--- src/rtl/clint_timer.sv ---
// ---------------------------------------------------------------------------
// clint_timer -- core-local interruptor (CLINT)
//
// Holds the free-running 64-bit mtime counter, the 64-bit mtimecmp compare
// register and the 1-bit msip software-interrupt flag. All three are
// memory-mapped behind a single-outstanding valid/ready bus port. The block
// drives the level-sensitive machine timer and software interrupt lines.
//
// Register map (byte offsets from BASE_ADDR, 64 KiB window):
//     0x0000  msip (bit 0 only)
//     0x4000  mtimecmp[31:0]      0x4004  mtimecmp[63:32]
//     0xBFF8  mtime[31:0]         0xBFFC  mtime[63:32]
//
// Ports:
//     clock, reset_n            system clock, synchronous active-low reset
//     req_valid / req_ready     request handshake
//     req_write, req_addr,
//     req_wdata, req_wstrb      request payload (word-aligned addresses)
//     rsp_valid, rsp_rdata,
//     rsp_err                   one-cycle response, one cycle after accept
//     timer_int                 registered (mtime >= mtimecmp)
//     soft_int                  registered copy of msip
//
// Optional feature: define CLINT_PRESCALE_EN to add a PRESCALE parameter
// and an internal divider so mtime advances once every PRESCALE cycles.
// ---------------------------------------------------------------------------
module clint_timer #(
    parameter logic [31:0] BASE_ADDR = 32'h0200_0000,
    parameter logic [63:0] MTIME_INC = 64'd1
`ifdef CLINT_PRESCALE_EN
    ,
    parameter int unsigned PRESCALE = 100
`endif
) (
    input  logic        clock,
    input  logic        reset_n,
    input  logic        req_valid,
    output logic        req_ready,
    input  logic        req_write,
    input  logic [31:0] req_addr,
    input  logic [31:0] req_wdata,
    input  logic [3:0]  req_wstrb,
    output logic        rsp_valid,
    output logic [31:0] rsp_rdata,
    output logic        rsp_err,
    output logic        timer_int,
    output logic        soft_int
);

    typedef enum logic {
        IDLE = 1'b0,
        RESP = 1'b1
    } state_t;

    localparam logic [15:0] OFF_MSIP   = 16'h0000;
    localparam logic [15:0] OFF_CMP_LO = 16'h4000;
    localparam logic [15:0] OFF_CMP_HI = 16'h4004;
    localparam logic [15:0] OFF_MT_LO  = 16'hBFF8;
    localparam logic [15:0] OFF_MT_HI  = 16'hBFFC;

    state_t      state;
    state_t      state_next;

    logic [63:0] mtime;
    logic [63:0] mtime_next;
    logic [63:0] mtimecmp;
    logic        msip;

    logic [31:0] offset;
    logic        in_window;
    logic        aligned;
    logic        hit_msip;
    logic        hit_cmp_lo;
    logic        hit_cmp_hi;
    logic        hit_mt_lo;
    logic        hit_mt_hi;
    logic        addr_err;
    logic [31:0] read_val;

    logic        accept;
    logic        wr_en;
    logic        mtime_wr;
    logic        tick;

    // Byte-lane merge used by every write so partial stores only touch the
    // enabled bytes.
    function automatic logic [31:0] merge_bytes(input logic [31:0] old_val,
                                                 input logic [31:0] new_val,
                                                 input logic [3:0]  strb);
        logic [31:0] result;
        for (int i = 0; i < 4; i++) begin
            result[8*i +: 8] = strb[i] ? new_val[8*i +: 8] : old_val[8*i +: 8];
        end
        return result;
    endfunction

    // State register for the two-state request/response handshake.
    always_ff @(posedge clock) begin
        if (!reset_n) begin
            state <= IDLE;
        end else begin
            state <= state_next;
        end
    end

    // Next-state and handshake outputs. req_ready is also held low while
    // reset is asserted so nothing can be accepted on a reset edge.
    always_comb begin
        state_next = state;
        req_ready  = 1'b0;
        rsp_valid  = 1'b0;
        case (state)
            IDLE: begin
                req_ready = reset_n;
                if (req_valid && reset_n) begin
                    state_next = RESP;
                end
            end
            RESP: begin
                rsp_valid  = 1'b1;
                state_next = IDLE;
            end
            default: state_next = IDLE;
        endcase
    end

    assign accept = req_valid && req_ready;

    // Address decode. The window check rejects addresses below BASE_ADDR
    // explicitly, since the subtraction alone would wrap them into range.
    always_comb begin
        offset     = req_addr - BASE_ADDR;
        in_window  = (req_addr >= BASE_ADDR) && (offset[31:16] == 16'h0000);
        aligned    = (req_addr[1:0] == 2'b00);
        hit_msip   = in_window && aligned && (offset[15:0] == OFF_MSIP);
        hit_cmp_lo = in_window && aligned && (offset[15:0] == OFF_CMP_LO);
        hit_cmp_hi = in_window && aligned && (offset[15:0] == OFF_CMP_HI);
        hit_mt_lo  = in_window && aligned && (offset[15:0] == OFF_MT_LO);
        hit_mt_hi  = in_window && aligned && (offset[15:0] == OFF_MT_HI);
        addr_err   = !(hit_msip || hit_cmp_lo || hit_cmp_hi || hit_mt_lo || hit_mt_hi);

        read_val = 32'h0000_0000;
        if (hit_msip) begin
            read_val = {31'h0, msip};
        end else if (hit_cmp_lo) begin
            read_val = mtimecmp[31:0];
        end else if (hit_cmp_hi) begin
            read_val = mtimecmp[63:32];
        end else if (hit_mt_lo) begin
            read_val = mtime[31:0];
        end else if (hit_mt_hi) begin
            read_val = mtime[63:32];
        end
    end

    assign wr_en    = accept && req_write;
    assign mtime_wr = wr_en && (hit_mt_lo || hit_mt_hi);

`ifdef CLINT_PRESCALE_EN
    logic [31:0] pre_cnt;

    assign tick = (pre_cnt == 32'(PRESCALE - 1));

    // Prescale divider; restarts whenever software rewrites mtime so the
    // first increment after a write is a full period away.
    always_ff @(posedge clock) begin
        if (!reset_n || mtime_wr) begin
            pre_cnt <= 32'h0;
        end else if (tick) begin
            pre_cnt <= 32'h0;
        end else begin
            pre_cnt <= pre_cnt + 32'h1;
        end
    end
`else
    assign tick = 1'b1;
`endif

    // A bus write to either half of mtime replaces the increment for that
    // cycle; unwritten bytes keep their pre-increment value.
    always_comb begin
        mtime_next = tick ? (mtime + MTIME_INC) : mtime;
        if (mtime_wr) begin
            mtime_next = mtime;
            if (hit_mt_lo) begin
                mtime_next[31:0] = merge_bytes(mtime[31:0], req_wdata, req_wstrb);
            end
            if (hit_mt_hi) begin
                mtime_next[63:32] = merge_bytes(mtime[63:32], req_wdata, req_wstrb);
            end
        end
    end

    // Architectural registers and the registered interrupt lines. The
    // interrupt compares use the current (pre-update) register values.
    always_ff @(posedge clock) begin
        if (!reset_n) begin
            mtime     <= 64'h0;
            mtimecmp  <= 64'hFFFF_FFFF_FFFF_FFFF;
            msip      <= 1'b0;
            timer_int <= 1'b0;
            soft_int  <= 1'b0;
        end else begin
            mtime     <= mtime_next;
            timer_int <= (mtime >= mtimecmp);
            soft_int  <= msip;
            if (wr_en && hit_msip && req_wstrb[0]) begin
                msip <= req_wdata[0];
            end
            if (wr_en && hit_cmp_lo) begin
                mtimecmp[31:0] <= merge_bytes(mtimecmp[31:0], req_wdata, req_wstrb);
            end
            if (wr_en && hit_cmp_hi) begin
                mtimecmp[63:32] <= merge_bytes(mtimecmp[63:32], req_wdata, req_wstrb);
            end
        end
    end

    // Response payload, captured at the accept edge. Write acks and error
    // responses return zero data.
    always_ff @(posedge clock) begin
        if (!reset_n) begin
            rsp_rdata <= 32'h0;
            rsp_err   <= 1'b0;
        end else if (accept) begin
            rsp_rdata <= (req_write || addr_err) ? 32'h0 : read_val;
            rsp_err   <= addr_err;
        end else begin
            rsp_rdata <= 32'h0;
            rsp_err   <= 1'b0;
        end
    end

endmodule
--- config.mk ---
export PLATFORM = sky130hd
export DESIGN_NAME = clint_timer
export DESIGN_NICKNAME = d
export VERILOG_FILES = /design/src/rtl/clint_timer.sv
export SDC_FILE = /design/constraint.sdc
export NUM_CORES = 1
export LEC_CHECK = 0
export ABC_CLOCK_PERIOD_IN_PS = 2300
export BUFFER_PORTS_ARGS = -buffer_cell sky130_fd_sc_hd__buf_2
export CELL_PAD_IN_SITES_DETAIL_PLACEMENT = 0
export CELL_PAD_IN_SITES_GLOBAL_PLACEMENT = 1
export CORE_ASPECT_RATIO = 1.2
export CORE_MARGIN = 2
export CORE_UTILIZATION = 40
export DETAILED_ROUTE_END_ITERATION = 8
export GPL_TIMING_DRIVEN = 0
export PLACE_DENSITY_LB_ADDON = 0.1
export SYNTH_ARGS = -nofsm -noshare
export SYNTH_HDL_FRONTEND = slang
export SYNTH_SLANG_ARGS = --single-unit
--- constraint.sdc ---
create_clock -name clock -period 2.3 [get_ports clock]
set_input_delay 0.23 -clock clock [delete_from_list [all_inputs] [get_ports clock]]
set_output_delay 0.23 -clock clock [all_outputs]
set_load 0.02 [all_outputs]
==> metrics.md <==
| Metric | Value |
|---|---|
| Number of buffers added on ports | `103` |
| Antenna violations before repair | `0` |
| Unrepaired setup endpoints after global routing | `true` |
| Vias in the first global route | `10058` |
| Worst-skew pair later-pin latency | `approximately 440 ps` |
| Crit Path Class | `reg2reg` |
| Ys async rst share | `0%` |
| Critical path fanouts, max | `10` |
| Routed wire per std cell | `between 20 and 25 um` |
| Synth area leader | `dfxtp_1` |
| Top-count cell post-synth | `dfxtp_1` |
| Share of cells above drive strength 1 | `between 20% and 30%` |
| Number of vias per cell | `roughly 6` |
| Type of the most critical hold path | `in2reg` |
| CTS sink cnt | `between 150 and 200` |
| Cell row count | `63` |
| Slew Limit Fails | `0` |
| Hold slack final | `68.5 ps` |
| Syn Area/Cell | `about 8.2 um2` |
| Die area | `between 20000 and 30000 um2` |
| Maximum VDD drop | `0.000409 V` |
| Top-area cell type share of the netlist area | `33.1%` |
| All-Layer GR Usage | `between 20% and 30%` |
| Hpwl dp | `around 29 mm` |
| Sequential area share after synthesis | `about a third` |
| Detailed-route via count | `10560` |
| Max_cap viols | `0` |
| Final Hold Fails | `0` |
| Post-Syn Nets | `between 1000 and 1500` |
| First-pass GRT wire length | `roughly 60 mm` |
| Synth cell types | `76` |
| Final Skew | `about 10 ps` |
| Synth warn | `0` |
| Final setup TNS | `0 ps` |
| Top cells by area, synth | `dfxtp_1, ha_1, nand2_1, a21oi_1, o211ai_1` |
| Fin cells | `between 1500 and 2000` |
| PD cells | `between 400 and 500 nW/um2` |
| Setup slack at placement | `-1130 ps` |
| Actual slew at the worst max-slew pin | `966 ps` |
| Initial Utilization | `roughly two fifths` |
| Initial detailed-routing violation count | `about 900` |
| Synthesized area | `approximately 10000 um2` |
| Post-route antenna net violation count | `0` |
| Post-Synthesis Cells | `roughly 1200` |
| Clock-pin slew on the worst setup and hold paths | `~70 ps` |
| Worst Setup End Kind | `flip-flop` |
| Post-synth EDFFs | `0` |
| Core Box Area | `approximately 25000 um2` |
| Synth Flop Type | `dfxtp_1` |
| # setup viols final | `0` |
| CTS root buf | `clkbuf_16` |
| GRT overflow | `0` |
| Period utilization | `99.6%` |
| Area grow syn2layout | `27.5%` |
| Final setup margin | `approximately 10 ps` |
| Slew headroom | `35.6%` |
| Antenna diodes | `0` |
| DRC viols | `0` |
| Horiz. Die Dim | `~150 um` |
| Min cycle time layout | `2290 ps` |
| Placed cells | `~1600` |
| Final Wtd Congestion | `between 0.9 and 1` |
| I/O pins | `roughly 110` |
| Data required, critical path | `2650 ps` |
| Die height | `between 150 and 200 um` |
| DRT Wirelength | `between 40 and 50 mm` |
| Leakage power | `5.89 nW` |
| CP Data Arrival Time | `2640 ps` |
| Post-synth top cells | `dfxtp_1, nand2_1, nor2_1, inv_1, a21oi_1` |
| Largest net degree at the start of global routing | `17` |
| CTS tree | `yes` |
| Clock Path Buffers | `2` |
| Register bit total from synthesis | `roughly 170` |
| Total iterations of the first detailed-routing run | `8` |
| Num CTS Buffers | `17` |
| Maximum clock rate | `roughly 0.44 GHz` |
| Final net count | `roughly 1500` |
| Setup crit start kind | `flip-flop` |
| Status | `completed` |
| Htree depth | `4` |
[report_power, final]
group / switching (mW) / internal [mW]
registers: 0.00971 / 2.85
logic: 0.237 / 0.115
clock network: 1.37 / 1.52
[worst max-delay path, cell delays in order (launching register included)]
cell     delay (ps)
dfxtp_4         400
nand4_1         150
buf_6           190
nor3_4          320
and4_4          330
nand4_1         130
buf_6           170
or3_1           300
a31oi_1         210
[area by class of cell]
| type | count | area, um2 |
|---|---|---|
| clock inverter | 15 | 148 |
| tap | 325 | 407 |
| fill | 2462 | 11900 |
| multi-input combinational | 899 | 6500 |
| timing repair buffer | 174 | 1130 |
| clock buffer | 17 | 425 |
| inverter | 77 | 292 |
| sequential | 165 | 3380 |
| buffer | 68 | 440 |
[state kept, by name, summed over array words and instances (netlist names)]
name	cells
soft_int	1
msip	1
mtime	64
rsp_rdata	32
rsp_err	1
mtimecmp	64
state	1
timer_int	1
[stage by stage]
stage | power [mW] | area [um2] | utilization [%]
global placement | 3.24 | 10900 | 44.3
detailed placement | 3.25 | 10900 | 44.3
floorplan | 3.06 | 9980 | -
CTS | 6.13 | 12100 | 49.0
finish | 6.10 | 12700 | 51.7
global route | 6.27 | 12700 | 51.7
[routing by layer]
metal	part of all wire, %	up-vias	GRT usage, %
met2	48	478	51.3
met4	4.6	0	14.4
met5	0	-	0
met1	41	5061	37.0
met3	6.1	96	4.05
li1	-	4925	-
[worst paths after layout]
path | cells after the start | startpoint | end | slack, ps
min | 3 | req_wdata[6] | mtimecmp[6]$_SDFFE_PN1P_ | 70
min reg2reg | 2 | mtimecmp[0]$_SDFFE_PN1P_ | rsp_rdata[0]$_SDFF_PP0_ | 500
max | 8 | mtime[31]$_SDFFE_PN0P_ | mtime[60]$_SDFFE_PN0P_ | 10
max reg2reg | 8 | mtime[31]$_SDFFE_PN0P_ | mtime[60]$_SDFFE_PN0P_ | 10
[placed cells by master (no fill, tap or decap), types with 8 or more instances in the layout]
cell / instances
o21ai_0: 63
nor2_4: 9
dfxtp_2: 31
a222oi_1: 32
nor2_2: 16
buf_4: 68
a31oi_1: 16
clkbuf_16: 20
mux2i_1: 34
nor4_1: 17
inv_1: 74
a21o_1: 8
o211ai_1: 46
and3_1: 19
nand4_1: 38
nor3_1: 26
mux2_2: 29
dfxtp_1: 125
and2_1: 33
nand3_1: 32
nand2_1: 126
buf_2: 110
nor2_1: 61
dfxtp_4: 9
clkbuf_2: 15
ha_1: 64
a211oi_1: 16
nor4_4: 8
buf_6: 10
clkbuf_1: 24
a21oi_1: 74
[what timing repair did]
item                                   4_1_cts  5_1_grt
hold buffers                                 1        0
setup endpoints to repair                  152      119
pin swaps                                   18       33
resized for setup                           79      134
gates cloned                                 0        4
endpoints found under the hold margin        1        0
buffers inserted                            39       27
[kinds of logic (layout without fill, tap and decap cells)]
| logic type | after synthesis | count (layout) | synth area share (%) |
|---|---|---|---|
| and+or+nand+nor | 449 | 449 | 23.8 |
| AOI/OAI and AO/OA | 320 | 320 | 21.8 |
| DFF | 165 | 165 | 33.1 |
| buffers and inverters | 153 | 351 | 6.29 |
| adders and majority gates | 66 | 66 | 8.28 |
| muxes | 63 | 63 | 6.69 |
| xor gates and xnor gates | 1 | 1 | 0.0878 |
Power figures use the tool's default switching activity.
